**src/rtl/clock_ui_controller_if.sv**
```systemverilog
// -----------------------------------------------------------------------------
// clock_ui_controller_if
// Bundles the board-side buttons, the clock-core status levels and the
// user-interface outputs of clock_ui_controller into one interface.
//
// Ports (signals):
//   btn_mode, btn_select, btn_inc, btn_start, btn_alarm : raw buttons
//   alarm_out, timer_out : status levels from the clock core
//   mode, select         : current mode / field (0 = none)
//   increment            : one-cycle increment pulse
//   timer_enable         : timer running
//   alarm_enable         : alarm armed
//   ringing, aud_pwm     : ringer state and audio square wave
//
// Modports:
//   master : board / clock-core side (drives buttons and status levels)
//   slave  : the controller (drives the UI outputs)
// -----------------------------------------------------------------------------
interface clock_ui_controller_if #(
   parameter int NUM_MODES  = 3,
   parameter int NUM_FIELDS = 3
);
   localparam int MODE_W = $clog2(NUM_MODES);
   localparam int SEL_W  = $clog2(NUM_FIELDS + 1);

   logic              btn_mode;
   logic              btn_select;
   logic              btn_inc;
   logic              btn_start;
   logic              btn_alarm;
   logic              alarm_out;
   logic              timer_out;
   logic [MODE_W-1:0] mode;
   logic [SEL_W-1:0]  select;
   logic              increment;
   logic              timer_enable;
   logic              alarm_enable;
   logic              ringing;
   logic              aud_pwm;

   modport master (
      output btn_mode, btn_select, btn_inc, btn_start, btn_alarm,
      output alarm_out, timer_out,
      input  mode, select, increment, timer_enable, alarm_enable,
      input  ringing, aud_pwm
   );

   modport slave (
      input  btn_mode, btn_select, btn_inc, btn_start, btn_alarm,
      input  alarm_out, timer_out,
      output mode, select, increment, timer_enable, alarm_enable,
      output ringing, aud_pwm
   );
endinterface

```
**src/rtl/clock_ui_controller.sv**
```systemverilog
// -----------------------------------------------------------------------------
// clock_ui_controller
// User-interface controller for the digital clock. Debounces the board
// buttons into one-cycle press pulses, steps the mode / field selection,
// generates increment pulses (with optional key auto-repeat), toggles the
// timer / alarm enables and runs the alarm/timer ringer with a beeping
// square-wave tone.
//
// Ports:
//   clk      : system clock
//   reset_n  : asynchronous active-low reset
//   ui       : clock_ui_controller_if.slave (buttons, alarm_out, timer_out,
//              mode, select, increment, timer_enable, alarm_enable,
//              ringing, aud_pwm)
//
// Configuration macro:
//   KEY_REPEAT_EN : when defined, holding btn_inc auto-repeats the increment
//                   pulse; when undefined, one increment per press.
// -----------------------------------------------------------------------------
module clock_ui_controller #(
   parameter int CLK_FREQ        = 100_000_000,
   parameter int NUM_MODES       = 3,
   parameter int TIMER_MODE      = 1,
   parameter int ALARM_MODE      = 2,
   parameter int NUM_FIELDS      = 3,
   parameter int DEBOUNCE_MS     = 10,
   parameter int REPEAT_DELAY_MS = 500,
   parameter int REPEAT_RATE_MS  = 100,
   parameter int TONE_HZ         = 1500,
   parameter int BEEP_MS         = 250
) (
   input logic                  clk,
   input logic                  reset_n,
   clock_ui_controller_if.slave ui
);
   localparam int MS_CYC   = CLK_FREQ / 1000;
   localparam int DEB_CYC  = DEBOUNCE_MS * MS_CYC;
   localparam int HALF     = CLK_FREQ / (2 * TONE_HZ);
   localparam int BEEP_CYC = BEEP_MS * MS_CYC;
   localparam int MODE_W   = $clog2(NUM_MODES);
   localparam int SEL_W    = $clog2(NUM_FIELDS + 1);
   localparam int DEB_W    = $clog2(DEB_CYC + 1);
   localparam int HALF_W   = $clog2(HALF + 1);
   localparam int BEEP_W   = $clog2(BEEP_CYC + 1);

   localparam int B_MODE  = 0;
   localparam int B_SEL   = 1;
   localparam int B_START = 2;
   localparam int B_ALARM = 3;
   localparam int B_INC   = 4;

   typedef enum logic {IDLE, RING} ring_state_t;

   ring_state_t       state_q, state_d;
   logic [4:0]        btn_raw, sync1, sync2, deb, deb_d, press;
   logic [DEB_W-1:0]  deb_cnt [5];
   logic              alarm_d, timer_d, alarm_rise, timer_rise;
   logic              ring_start, ack, cmd_ok;
   logic              mode_cmd, sel_cmd, start_cmd, alarm_cmd, inc_cmd;
   logic              rep_fire;
   logic              ring_timer;
   logic [MODE_W-1:0] mode_q, mode_next;
   logic [SEL_W-1:0]  sel_q;
   logic              increment_q, timer_en_q, alarm_en_q;
   logic [HALF_W-1:0] half_cnt;
   logic [BEEP_W-1:0] beep_cnt;
   logic              tone_q, beep_on;

   assign btn_raw = {ui.btn_inc, ui.btn_alarm, ui.btn_start, ui.btn_select, ui.btn_mode};

   // Two-flop synchroniser followed by a counting debouncer; any cycle that
   // agrees with the current debounced level restarts the count.
   always_ff @(posedge clk or negedge reset_n) begin
      if (!reset_n) begin
         sync1 <= '0;
         sync2 <= '0;
         deb   <= '0;
         deb_d <= '0;
         for (int i = 0; i < 5; i++) deb_cnt[i] <= '0;
      end else begin
         sync1 <= btn_raw;
         sync2 <= sync1;
         deb_d <= deb;
         for (int i = 0; i < 5; i++) begin
            if (sync2[i] != deb[i]) begin
               if (deb_cnt[i] == DEB_W'(DEB_CYC - 1)) begin
                  deb[i]     <= sync2[i];
                  deb_cnt[i] <= '0;
               end else begin
                  deb_cnt[i] <= deb_cnt[i] + DEB_W'(1);
               end
            end else begin
               deb_cnt[i] <= '0;
            end
         end
      end
   end

   assign press = deb & ~deb_d;

   // Edge detection on the clock-core status levels
   always_ff @(posedge clk or negedge reset_n) begin
      if (!reset_n) begin
         alarm_d <= 1'b0;
         timer_d <= 1'b0;
      end else begin
         alarm_d <= ui.alarm_out;
         timer_d <= ui.timer_out;
      end
   end

   assign alarm_rise = ui.alarm_out & ~alarm_d;
   assign timer_rise = ui.timer_out & ~timer_d;
   assign ring_start = (state_q == IDLE) && (alarm_rise || timer_rise);
   assign ack        = (state_q == RING) && (|press);

   // Ringer state register
   always_ff @(posedge clk or negedge reset_n) begin
      if (!reset_n) state_q <= IDLE;
      else          state_q <= state_d;
   end

   // Ringer next-state logic
   always_comb begin
      state_d = state_q;
      case (state_q)
         IDLE: if (alarm_rise || timer_rise) state_d = RING;
         RING: if (ack || (!ui.alarm_out && !ui.timer_out)) state_d = IDLE;
         default: state_d = IDLE;
      endcase
   end

   // Ringer outputs; the tone is gated by the state so it drops the cycle
   // the ringer returns to IDLE.
   always_comb begin
      ui.ringing = (state_q == RING);
      ui.aud_pwm = (state_q == RING) && beep_on && tone_q;
   end

   // Tone and beep-window counters run only while ringing, so every ring
   // starts with the on-window and a low tone phase.
   always_ff @(posedge clk or negedge reset_n) begin
      if (!reset_n) begin
         half_cnt <= '0;
         beep_cnt <= '0;
         tone_q   <= 1'b0;
         beep_on  <= 1'b1;
      end else if (state_q != RING) begin
         half_cnt <= '0;
         beep_cnt <= '0;
         tone_q   <= 1'b0;
         beep_on  <= 1'b1;
      end else if (beep_cnt == BEEP_W'(BEEP_CYC - 1)) begin
         beep_cnt <= '0;
         beep_on  <= ~beep_on;
         half_cnt <= '0;
         tone_q   <= 1'b0;
      end else begin
         beep_cnt <= beep_cnt + BEEP_W'(1);
         if (half_cnt == HALF_W'(HALF - 1)) begin
            half_cnt <= '0;
            tone_q   <= ~tone_q;
         end else begin
            half_cnt <= half_cnt + HALF_W'(1);
         end
      end
   end

   // Command decode: one command per cycle, by priority, only when idle and
   // not about to start ringing.
   always_comb begin
      cmd_ok    = (state_q == IDLE) && !ring_start;
      mode_cmd  = cmd_ok && press[B_MODE];
      sel_cmd   = cmd_ok && !press[B_MODE] && press[B_SEL];
      start_cmd = cmd_ok && (press[B_SEL:B_MODE] == 2'b00) && press[B_START];
      alarm_cmd = cmd_ok && (press[B_START:B_MODE] == 3'b000) && press[B_ALARM];
      inc_cmd   = cmd_ok && (press[B_ALARM:B_MODE] == 4'b0000) && press[B_INC]
                  && (sel_q != '0);
      mode_next = (mode_q == MODE_W'(NUM_MODES - 1)) ? '0 : mode_q + MODE_W'(1);
   end

`ifdef KEY_REPEAT_EN
   localparam int REP_DLY = REPEAT_DELAY_MS * MS_CYC;
   localparam int REP_RAT = REPEAT_RATE_MS * MS_CYC;
   localparam int REP_MAX = (REP_DLY > REP_RAT) ? REP_DLY : REP_RAT;
   localparam int REP_W   = $clog2(REP_MAX + 1);

   logic             rep_armed, rep_first;
   logic [REP_W-1:0] rep_cnt;

   assign rep_fire = rep_armed &&
                     (rep_first ? (rep_cnt == REP_W'(REP_DLY - 1))
                                : (rep_cnt == REP_W'(REP_RAT - 1)));

   // Auto-repeat is armed by an accepted increment press and dropped as soon
   // as the key is released, the field is cleared, a mode change happens or
   // the ringer takes over.
   always_ff @(posedge clk or negedge reset_n) begin
      if (!reset_n) begin
         rep_armed <= 1'b0;
         rep_first <= 1'b0;
         rep_cnt   <= '0;
      end else if (inc_cmd) begin
         rep_armed <= 1'b1;
         rep_first <= 1'b1;
         rep_cnt   <= '0;
      end else if (!deb[B_INC] || (sel_q == '0) || (state_q != IDLE) ||
                   ring_start || mode_cmd) begin
         rep_armed <= 1'b0;
         rep_first <= 1'b0;
         rep_cnt   <= '0;
      end else if (rep_fire) begin
         rep_first <= 1'b0;
         rep_cnt   <= '0;
      end else if (rep_armed) begin
         rep_cnt <= rep_cnt + REP_W'(1);
      end
   end
`else
   assign rep_fire = 1'b0;
`endif

   // Mode / select / enable registers and the increment pulse
   always_ff @(posedge clk or negedge reset_n) begin
      if (!reset_n) begin
         mode_q      <= '0;
         sel_q       <= '0;
         increment_q <= 1'b0;
         timer_en_q  <= 1'b0;
         alarm_en_q  <= 1'b0;
         ring_timer  <= 1'b0;
      end else begin
         increment_q <= inc_cmd || (rep_fire && cmd_ok && (sel_q != '0));
         if (ring_start) begin
            mode_q     <= ui.alarm_out ? MODE_W'(ALARM_MODE) : MODE_W'(TIMER_MODE);
            sel_q      <= '0;
            ring_timer <= !ui.alarm_out;
         end else if (ack) begin
            if (ring_timer) timer_en_q <= 1'b0;
         end else if (mode_cmd) begin
            mode_q <= mode_next;
            sel_q  <= (mode_next != '0) ? SEL_W'(1) : '0;
         end else if (sel_cmd) begin
            sel_q <= (sel_q == SEL_W'(NUM_FIELDS)) ? '0 : sel_q + SEL_W'(1);
         end else if (start_cmd) begin
            if (mode_q == MODE_W'(TIMER_MODE)) timer_en_q <= ~timer_en_q;
         end else if (alarm_cmd) begin
            alarm_en_q <= ~alarm_en_q;
         end
      end
   end

   assign ui.mode         = mode_q;
   assign ui.select       = sel_q;
   assign ui.increment    = increment_q;
   assign ui.timer_enable = timer_en_q;
   assign ui.alarm_enable = alarm_en_q;
endmodule
```
**src/flat_wrapper.sv**
```systemverilog
// flat-port wrapper written by rule: the top's interface ports become plain ports
module clock_ui_controller_flat 
#(
   parameter int CLK_FREQ        = 100_000_000,
   parameter int NUM_MODES       = 3,
   parameter int TIMER_MODE      = 1,
   parameter int ALARM_MODE      = 2,
   parameter int NUM_FIELDS      = 3,
   parameter int DEBOUNCE_MS     = 10,
   parameter int REPEAT_DELAY_MS = 500,
   parameter int REPEAT_RATE_MS  = 100,
   parameter int TONE_HZ         = 1500,
   parameter int BEEP_MS         = 250
)
  (clk, reset_n, ui_btn_mode, ui_btn_select, ui_btn_inc, ui_btn_start, ui_btn_alarm, ui_alarm_out, ui_timer_out, ui_mode, ui_select, ui_increment, ui_timer_enable, ui_alarm_enable, ui_ringing, ui_aud_pwm);
  clock_ui_controller_if #(.NUM_MODES(NUM_MODES), .NUM_FIELDS(NUM_FIELDS)) ui_i ();
  input logic clk;
  input logic reset_n;
  input wire logic [$bits(ui_i.btn_mode)-1:0] ui_btn_mode;
  input wire logic [$bits(ui_i.btn_select)-1:0] ui_btn_select;
  input wire logic [$bits(ui_i.btn_inc)-1:0] ui_btn_inc;
  input wire logic [$bits(ui_i.btn_start)-1:0] ui_btn_start;
  input wire logic [$bits(ui_i.btn_alarm)-1:0] ui_btn_alarm;
  input wire logic [$bits(ui_i.alarm_out)-1:0] ui_alarm_out;
  input wire logic [$bits(ui_i.timer_out)-1:0] ui_timer_out;
  output wire logic [$bits(ui_i.mode)-1:0] ui_mode;
  output wire logic [$bits(ui_i.select)-1:0] ui_select;
  output wire logic [$bits(ui_i.increment)-1:0] ui_increment;
  output wire logic [$bits(ui_i.timer_enable)-1:0] ui_timer_enable;
  output wire logic [$bits(ui_i.alarm_enable)-1:0] ui_alarm_enable;
  output wire logic [$bits(ui_i.ringing)-1:0] ui_ringing;
  output wire logic [$bits(ui_i.aud_pwm)-1:0] ui_aud_pwm;
  assign ui_i.btn_mode = ui_btn_mode;
  assign ui_i.btn_select = ui_btn_select;
  assign ui_i.btn_inc = ui_btn_inc;
  assign ui_i.btn_start = ui_btn_start;
  assign ui_i.btn_alarm = ui_btn_alarm;
  assign ui_i.alarm_out = ui_alarm_out;
  assign ui_i.timer_out = ui_timer_out;
  assign ui_mode = ui_i.mode;
  assign ui_select = ui_i.select;
  assign ui_increment = ui_i.increment;
  assign ui_timer_enable = ui_i.timer_enable;
  assign ui_alarm_enable = ui_i.alarm_enable;
  assign ui_ringing = ui_i.ringing;
  assign ui_aud_pwm = ui_i.aud_pwm;
  clock_ui_controller #(.CLK_FREQ(CLK_FREQ), .NUM_MODES(NUM_MODES), .TIMER_MODE(TIMER_MODE), .ALARM_MODE(ALARM_MODE), .NUM_FIELDS(NUM_FIELDS), .DEBOUNCE_MS(DEBOUNCE_MS), .REPEAT_DELAY_MS(REPEAT_DELAY_MS), .REPEAT_RATE_MS(REPEAT_RATE_MS), .TONE_HZ(TONE_HZ), .BEEP_MS(BEEP_MS)) u_core (.clk(clk), .reset_n(reset_n), .ui(ui_i));
endmodule
```
**config.mk**
```make
export PLATFORM = sky130hd
export DESIGN_NAME = clock_ui_controller_flat
export DESIGN_NICKNAME = d
export VERILOG_FILES = /design/src/rtl/clock_ui_controller_if.sv /design/src/rtl/clock_ui_controller.sv /design/src/flat_wrapper.sv
export SDC_FILE = /design/constraint.sdc
export NUM_CORES = 1
export LEC_CHECK = 0
export CAP_MARGIN = 15
export CORE_MARGIN = 2
export CORE_UTILIZATION = 50
export DETAILED_ROUTE_END_ITERATION = 8
export GPL_TIMING_DRIVEN = 0
export PLACE_DENSITY_LB_ADDON = 0.15
export SLEW_MARGIN = 40
export SYNTH_ARGS = -nofsm -noshare
export SYNTH_HDL_FRONTEND = slang
export SYNTH_SLANG_ARGS = --single-unit
export TNS_END_PERCENT = 1
```
**constraint.sdc**
```tcl
create_clock -name clk -period 2.2 [get_ports clk]
set_input_delay 0.44 -clock clk [delete_from_list [all_inputs] [get_ports clk]]
set_output_delay 0.44 -clock clk [all_outputs]
set_load 0.02 [all_outputs]
```
# Word level (Yosys, flattened, before mapping)
# Index checks and enable logic that the tools add are counted.
# Widths: inputs -> output; s select.
# totals
wordCells	153
register_bits	174
output_inout_bits	9
input_bits	9
# op_classes
mux	40
eq_ne	21
n_reduce_logical	41
n_bitwise	16
addsub	9
# ops
op	n
$mux 20	10
$add 20x1->20 const B	5
$eq 20x20->1 const B	5
$mux 25	2
$mux 16	3
$add 25x1->25 const B	1
$eq 25x25->1 const B	1
$mux 2	10
$add 16x1->16 const B	1
$eq 16x16->1 const B	1
$logic_and 1x1->1	16
$mux 1	14
$reduce_and 2->1	7
$not 1->1	12
$reduce_and 6->1	2
$reduce_bool 2->1	5
$ne 2x1->1 const B	3
$and 5x5->5	1
$ne 1x1->1	5
$not 5->5	1
$reduce_or 5->1	1
$add 2x1->2 const B	2
$eq 2x2->1 const B	2
$logic_not 1->1	4
10 further kinds	13

# Depth between registers and ports, before layout
# Gate-level depths: netlist of the first run.
# logic_depth
word_depth	12
ltp_mapped	9
ltp_nobuf	7

# Least setup slack after synthesis of the first run
# No wires, ideal clock.
# synth_timing
path_kind	reg2reg
startpoint	register u_core.beep_cnt[0]
endpoint	register u_core.half_cnt[7]
slack_ns	0.172
t_arrival_ns	1.909
stages_incl_launch_ff	9
synth_period_minus_slack_ns	2.028
setup_ns	0.119
n_path_buf	2
t_required_ns	2.081
cell_sequence	dfrtp_1 -> ha_1 -> and4_1 -> nand4_1 -> o41ai_4 -> nand2b_1 -> buf_4 -> buf_6 -> nor2_1
# synth_between
elab_chain_cells	3
# synth_lines
item	line	text
from (decl)	clock_ui_controller.sv:66	logic [BEEP_W-1:0] beep_cnt;
from (signal assigned)	clock_ui_controller.sv:159	beep_cnt <= beep_cnt + BEEP_W'(1);
$eq 25x25->1	clock_ui_controller.sv:153	end else if (beep_cnt == BEEP_W'(BEEP_CYC - 1)) begin
$mux 16	clock_ui_controller.sv:153	
$mux 16	clock_ui_controller.sv:148	end else if (state_q != RING) begin
to (signal assigned)	clock_ui_controller.sv:164	half_cnt <= half_cnt + HALF_W'(1);
to (decl)	clock_ui_controller.sv:65	logic [HALF_W-1:0] half_cnt;
# No other way between the ends.
# A chain may end at the register's enable or synchronous reset.

# Worst setup path after layout of the first run
# layout_timing
startpoint	register u_core.beep_cnt[9]
endpoint	register u_core.half_cnt[10]
# The elaborated chain is that of the path after synthesis.

==> impl_metrics.env, run 1 <==
export IMPL_outcome="finished with violations"
export IMPL_violations="setup timing"
export IMPL_synth_area_sq_mm=0.00799
export IMPL_dieArea_sq_mm=0.0170
export IMPL_ant_nets=0
export IMPL_synthArstFlopShare_pct=100
export IMPL_drtIter0Drc=249
export IMPL_synthTopCellsByArea="dfrtp_1, nor2_1, xor2_1"
export IMPL_rows=46
export IMPL_holdPathStages=0
export IMPL_hold_path_class="reg -> reg"
export IMPL_grt_max_degree=71
export IMPL_grt_pass1_vias=5523
export IMPL_min_to="u_core.sync2[2]$_DFF_PN0_"
export IMPL_vdd_drop_max_v=0.000656
export IMPL_path_class="reg -> reg"
export IMPL_worstPathCellList="or4_4, o41ai_4, nand2b_1, buf_6, buf_6, nor2_1"
export IMPL_maxCapViolCount=0
export IMPL_required_ns=2.51
export IMPL_start_kind="flop"
export IMPL_timing_reg2reg_worst_path_depth=6
export IMPL_arrival_ns=2.54
export IMPL_yosys_register_bits=174
export IMPL_yosysTopAreaCellShare_pct=54.2
export IMPL_syn_inst=791
export IMPL_crit_top_cell="buf_6"
export IMPL_cts_sinks=174
export IMPL_grt_overflow=0
export IMPL_ys_warn_count=0
export IMPL_post_route_cell_area_sq_mm=0.00913
export IMPL_port_buffers=17
export IMPL_cts_root_buf="clkbuf_16"
export IMPL_die_x_microns=130
export IMPL_vias=5517
export IMPL_setup_ws_ns=-0.0307
export IMPL_max_freq_ghz=0.448
export IMPL_grt_usage_pct=18.7
export IMPL_antenna_found_initial=0
export IMPL_slew_headroom_pct=53.2
export IMPL_clock_skew_ns=0.00687
export IMPL_r2r_slack_ns=-0.03
export IMPL_period_share_pct=101
export IMPL_ios=18
export IMPL_ys_seq_area_share_pct=54.5
export IMPL_r2r_start="u_core.beep_cnt[9]$_DFF_PN0_"
export IMPL_p_leak_nw=3.90
export IMPL_hold_viol_final=0
export IMPL_syn_nets=810
export IMPL_slew_viol_final=0
export IMPL_worstSkewPairLatency_ns=0.42
export IMPL_tightest_slew_ns=0.696
export IMPL_hpwl_microns=10000
export IMPL_setup_tns_ns=-0.263
export IMPL_start_util_pct=50.7
export IMPL_placed_cell_area_sq_mm=0.00849
export IMPL_finalSetupViolCount=10
export IMPL_worst_path_max_delay_cell="o41ai_4"
export IMPL_fin_crit_ns=2.23
export IMPL_grt_first_pass_wirelength_microns=25400
export IMPL_synth_common_cells="dfrtp_1, nor2_1, xor2_1"
export IMPL_rr_endpoint="u_core.half_cnt[10]$_DFF_PN0_"
export IMPL_fin_nets=848
export IMPL_post_cts_buffers=0
export IMPL_slowest_delay_ns=0.62
export IMPL_fin_total_pwr_mw=6.80
export IMPL_fin_util_pct=57.9
export IMPL_synth_edf_count=0
export IMPL_cts_buffers=17
export IMPL_n_antenna_cell=0
export IMPL_cts_tree="done"
export IMPL_gp_congestion=0.805
export IMPL_syn2layout_area_growth_pct=14.2
export IMPL_final_layout_size_suffix_gt1_share_pct=8.31
export IMPL_crit_fanout=10
export IMPL_drt_pass1_iterations=4
export IMPL_clk_path_buf_depth=2
export IMPL_clkSlewWorstSetupHoldPaths_ns=0.07
export IMPL_min_from="u_core.sync1[2]$_DFF_PN0_"
export IMPL_yosys_cell_types_count=37
export IMPL_die_height_microns=130
export IMPL_yosysMostFrequentCell="dfrtp_1"
export IMPL_fillers=1376
export IMPL_htreeDepth=4
export IMPL_avgSynthCellArea_sq_um=10.1
export IMPL_viasPerCell=5.21
export IMPL_drc=0
export IMPL_coreArea_sq_mm=0.0158
export IMPL_synthFlopType="dfrtp_1"
export IMPL_cp_end_kind="flop"
export IMPL_synth_area_leader_cell="dfrtp_1"
export IMPL_wire_per_inst_microns=13.7
export IMPL_wl_microns=14500
export IMPL_p_per_area_mw_per_mm2=745
export IMPL_rsz0062_at_grt="true"
-- registers in the layout (all words and copies together), names as in the netlist --
register,count
u_core.tone_q,1
u_core.deb_cnt,100
u_core.deb,5
u_core.ui.ringing,1
u_core.timer_d,1
u_core.ui.alarm_enable,1
u_core.ui.timer_enable,1
u_core.ring_timer,1
u_core.half_cnt,16
u_core.sync1,5
u_core.sync2,5
u_core.deb_d,5
u_core.ui.increment,1
u_core.ui.select,2
u_core.alarm_d,1
u_core.beep_on,1
u_core.ui.mode,2
u_core.beep_cnt,25
-- through the flow --
stage,hold slack (ns),std cells,worst slack (ns)
floorplan,0.144,791,0.172
global placement,0.332,1024,-6.20
detailed placement,0.335,1026,-0.305
CTS,0.350,1059,-0.0221
global route,0.360,1058,-0.156
finish,0.350,1058,-0.0307
-- cells in the final DEF (no fill, tap or decap), types with 16 or more instances in the layout --
cell / synthesis / layout
nor2_1: 171 / 171
nor4_1: 20 / 17
nand4_1: 24 / 24
nand2_1: 52 / 52
dfrtp_1: 173 / 173
nand3_1: 62 / 62
clkbuf_16: 0 / 17
nor3_1: 20 / 20
inv_1: 23 / 23
and3_1: 16 / 16
xnor2_1: 64 / 64
xor2_1: 71 / 71
-- area by class of cell --
type,instances,area (sq um),area share (%)
plain buffers,15,98.8,1.08
clock buffers,24,492,5.39
clock inverters,8,57.6,0.631
inverters,23,86.3,0.946
multi-input cells,578,3520,38.6
flip-flops and latches,174,4360,47.7
well taps,216,270,2.96
repair buffers,20,241,2.65
-- logic make-up (layout without fill, tap and decap cells) --
| group | Yosys count | count (layout) | synth area share (%) |
|---|---|---|---|
| compound gates | 21 | 21 | 1.89 |
| xor+xnor | 135 | 135 | 14.8 |
| fa+ha+maj | 10 | 10 | 1.57 |
| buf+inv | 39 | 90 | 2.11 |
| flops | 174 | 174 | 54.5 |
| mux | 5 | 5 | 0.704 |
| simple gates | 407 | 407 | 24.4 |
-- what timing repair did --
item | CTS | global route
endpoints found under the setup margin | 52 | 77
hold buffers | 1 | 0
hold endpoints to repair | 35 | 0
gates resized for setup | 13 | 10
pin swaps | 3 | 0
-- routing by layer --
metal	wire length (microns)	track usage, %
met1	6910	25.0
met5	0	0
met3	559	5.37
met4	115	5.57
met2	6940	30.0
-- power by group --
| part | switching, mW | total, mW | internal [mW] |
|---|---|---|---|
| Clock | 1.23 | 2.79 | 1.57 |
| Sequential | 0.113 | 3.42 | 3.31 |
| Combinational | 0.355 | 0.587 | 0.232 |
| Total | 1.70 | 6.80 | 5.11 |
-- how the worst max path moves through the flow --
stage / start / end / slack, ns / depth (start not counted)
after floorplan: u_core.beep_cnt[0]$_DFF_PN0_ / u_core.half_cnt[7]$_DFF_PN0_ / 0.17 / 8
final: u_core.beep_cnt[9]$_DFF_PN0_ / u_core.half_cnt[10]$_DFF_PN0_ / -0.03 / 6
after detailed placement: u_core.ui.ringing$_DFF_PN0_ / ui_aud_pwm / -0.30 / 4
after CTS: u_core.beep_cnt[9]$_DFF_PN0_ / u_core.half_cnt[13]$_DFF_PN0_ / -0.02 / 6
after global routing: u_core.beep_cnt[0]$_DFF_PN0_ / u_core.half_cnt[13]$_DFF_PN0_ / -0.16 / 8
after global placement: reset_n / u_core.deb_cnt[91]$_DFF_PN0_ / -6.20 / 1
-- critical path: cells and delay by family, from the launching register on --
family | cells | cell delay, ns
and+or+nand+nor | 3 | 0.82
AOI/OAI and AO/OA | 1 | 0.62
DFF | 1 | 0.41
buffers and inverters | 2 | 0.26
Note: power is estimated with default switching activity, not from simulation.
==> run 2: changes to the inputs <==
- CAP_MARGIN: 15 -> unset
==> results of run 2 <==
No change in the layout: final DEF, timing and power equal those of run 1.
==> run 3: changes to the inputs <==
- CORE_UTILIZATION: 50 -> 52
==> run 3 against run 2 <==
  * Wire length down 0.70%
  * The flow now finishes without violations
  * Global-route usage up 0.74 points
  * Clock power up 1%
  * Worst setup slack better by 0.19 ns
  * Sequential share of layout area up 0.13 points
  * Largest power group unchanged
==> impl_metrics.env, run 3 (same netlist as run 1, synthesis figures left out) <==
export IMPL_cts_buffers=17
export IMPL_port_buffers=17
export IMPL_required_ns=1.76
export IMPL_power_combinational_fraction_pct=8.8
export IMPL_finalSetupViolCount=0
export IMPL_htreeDepth=4
export IMPL_grt_max_degree=79
export IMPL_dieArea_sq_mm=0.0164
export IMPL_vdd_drop_max_v=0.000606
export IMPL_slowest_delay_ns=0.63
export IMPL_wire_per_inst_microns=14.0
export IMPL_fillers=1237
export IMPL_cts_root_buf="clkbuf_16"
export IMPL_p_leak_nw=3.93
export IMPL_crit_family="buffers and inverters"
export IMPL_clk_path_buf_depth=2
export IMPL_max_freq_ghz=0.489
export IMPL_cp_end_kind="primary output"
export IMPL_coreArea_sq_mm=0.0151
export IMPL_worstSkewPairLatency_ns=0.42
export IMPL_hold_viol_final=0
export IMPL_drc=0
export IMPL_crit_buf_inv=2
export IMPL_setup_ws_ns=0.154
export IMPL_viasPerCell=5.34
export IMPL_grt_pass1_vias=5621
export IMPL_start_util_pct=53.0
export IMPL_largestRegisters="u_core.deb_cnt (100), u_core.beep_cnt (25), u_core.half_cnt (16)"
export IMPL_slew_viol_final=0
export IMPL_clkSlewWorstSetupHoldPaths_ns=0.06
export IMPL_clock_skew_ns=0.0100
export IMPL_switching_share_pct=24.9
export IMPL_cts_tree="done"
export IMPL_gp_congestion=0.795
export IMPL_ant_nets=0
export IMPL_wl_microns=14400
export IMPL_die_height_microns=128
export IMPL_seq_power_share_pct=49.9
export IMPL_drt_pass1_iterations=4
export IMPL_final_layout_size_suffix_gt1_share_pct=8.88
export IMPL_cts_sinks=174
export IMPL_fin_cells=1033
export IMPL_hpwl_microns=9850
export IMPL_hold_path_class="reg -> reg"
export IMPL_mostFrequentLayoutCells="dfrtp_1, nor2_1, xor2_1"
export IMPL_tightest_slew_ns=0.701
export IMPL_antenna_found_initial=0
export IMPL_n_antenna_cell=0
export IMPL_rsz0062_at_grt="false"
export IMPL_crit_fanout=9
export IMPL_p_per_area_mw_per_mm2=752
export IMPL_placed_cells=998
export IMPL_grt_overflow=0
export IMPL_grt_usage_pct=19.4
export IMPL_worst_path_max_delay_cell="clkdlybuf4s50_1"
export IMPL_p_int_mw=5.14
export IMPL_outcome="finished clean"
export IMPL_slew_headroom_pct=52.8
export IMPL_switchingPower_mw=1.71
export IMPL_start_kind="flop"
export IMPL_grt_first_pass_wirelength_microns=25700
export IMPL_syn2layout_area_growth_pct=13.9
export IMPL_rows=45
export IMPL_pwr_share_clk_pct=41.3
export IMPL_pre_cts_slack_ns=-0.277
export IMPL_maxCapViolCount=0
export IMPL_arrival_ns=1.61
export IMPL_largest_reg_flops=100
export IMPL_ios=18
export IMPL_vias=5518
export IMPL_period_share_pct=93.0
export IMPL_worstPathCellList="buf_4, clkdlybuf4s50_1"
export IMPL_fin_nets=851
export IMPL_setup_tns_ns=0
export IMPL_drtIter0Drc=281
export IMPL_path_class="reg -> out"
export IMPL_fin_crit_ns=2.05
export IMPL_top_register="u_core.deb_cnt"
export IMPL_layout_commonest_cell="dfrtp_1"
export IMPL_die_x_microns=128
==> run 3: timing repair <==
| action | CTS | global route |
|---|---|---|
| pin swaps | 1 | 0 |
| hold buffers | 1 | 0 |
| gates resized for setup | 8 | 9 |
| endpoints found under the setup margin | 39 | 50 |
| cloned | 0 | 0 |
| endpoints found under the hold margin | 19 | 0 |
| setup buffers | 3 | 0 |
==> run 3: metal layers <==
| layer | up-vias | GRT usage [%] | part of all wire, % |
|---|---|---|---|
| li1 | 2741 | - | - |
| met1 | 2709 | 25.7 | 47 |
| met2 | 58 | 31.9 | 49 |
| met3 | 10 | 4.47 | 2.9 |
| met4 | 0 | 6.66 | 1.2 |
| met5 | - | 0 | 0 |
==> run 3: layout make-up <==
type / instances / area [sq um] / share of cell area, %
clock buffer: 19 / 443 / 4.87
inverter: 23 / 86.3 / 0.948
tap: 188 / 235 / 2.58
clock inverter: 13 / 115 / 1.26
timing repair buffer: 23 / 262 / 2.87
multi-input combinational: 578 / 3510 / 38.6
sequential: 174 / 4360 / 47.9
buffer: 15 / 91.3 / 1.00
==> run 3: path summary, 6_finish.rpt <==
| kind | startpoint | endpoint | slack, ns | cells after the start |
|---|---|---|---|---|
| min in group asynchronous | reset_n | u_core.beep_cnt[13]$_DFF_PN0_ | 0.45 | 2 |
| worst min-delay path | u_core.sync1[4]$_DFF_PN0_ | u_core.sync2[4]$_DFF_PN0_ | 0.35 | 0 |
| worst max register to register | u_core.beep_cnt[9]$_DFF_PN0_ | u_core.half_cnt[12]$_DFF_PN0_ | 0.16 | 6 |
| worst max-delay path | u_core.ui.ringing$_DFF_PN0_ | ui_ringing | 0.15 | 2 |
| max in group asynchronous | reset_n | u_core.sync1[1]$_DFF_PN0_ | 1.11 | 3 |
| worst min register to register | u_core.sync1[4]$_DFF_PN0_ | u_core.sync2[4]$_DFF_PN0_ | 0.35 | 0 |
==> run 3: power groups by stage <==
stage	combinational [mW]	clock, mW	sequential (mW)
CTS	0.610	2.90	3.41
detailed placement	0.575	0	3.47
global placement	0.552	0	3.47
floorplan	0.305	0	3.48
global route	0.678	3.02	3.43
finish	0.599	2.83	3.42
==> run 3: through the flow <==
step	utilization, %	hold slack, ns	power, mW	area, sq um
floorplan	-	0.144	3.79	7990
global placement	55.7	0.333	4.02	8400
detailed placement	56.1	0.296	4.05	8460
CTS	60.0	0.349	6.93	9060
global route	60.3	0.352	7.13	9100
finish	60.3	0.348	6.84	9100
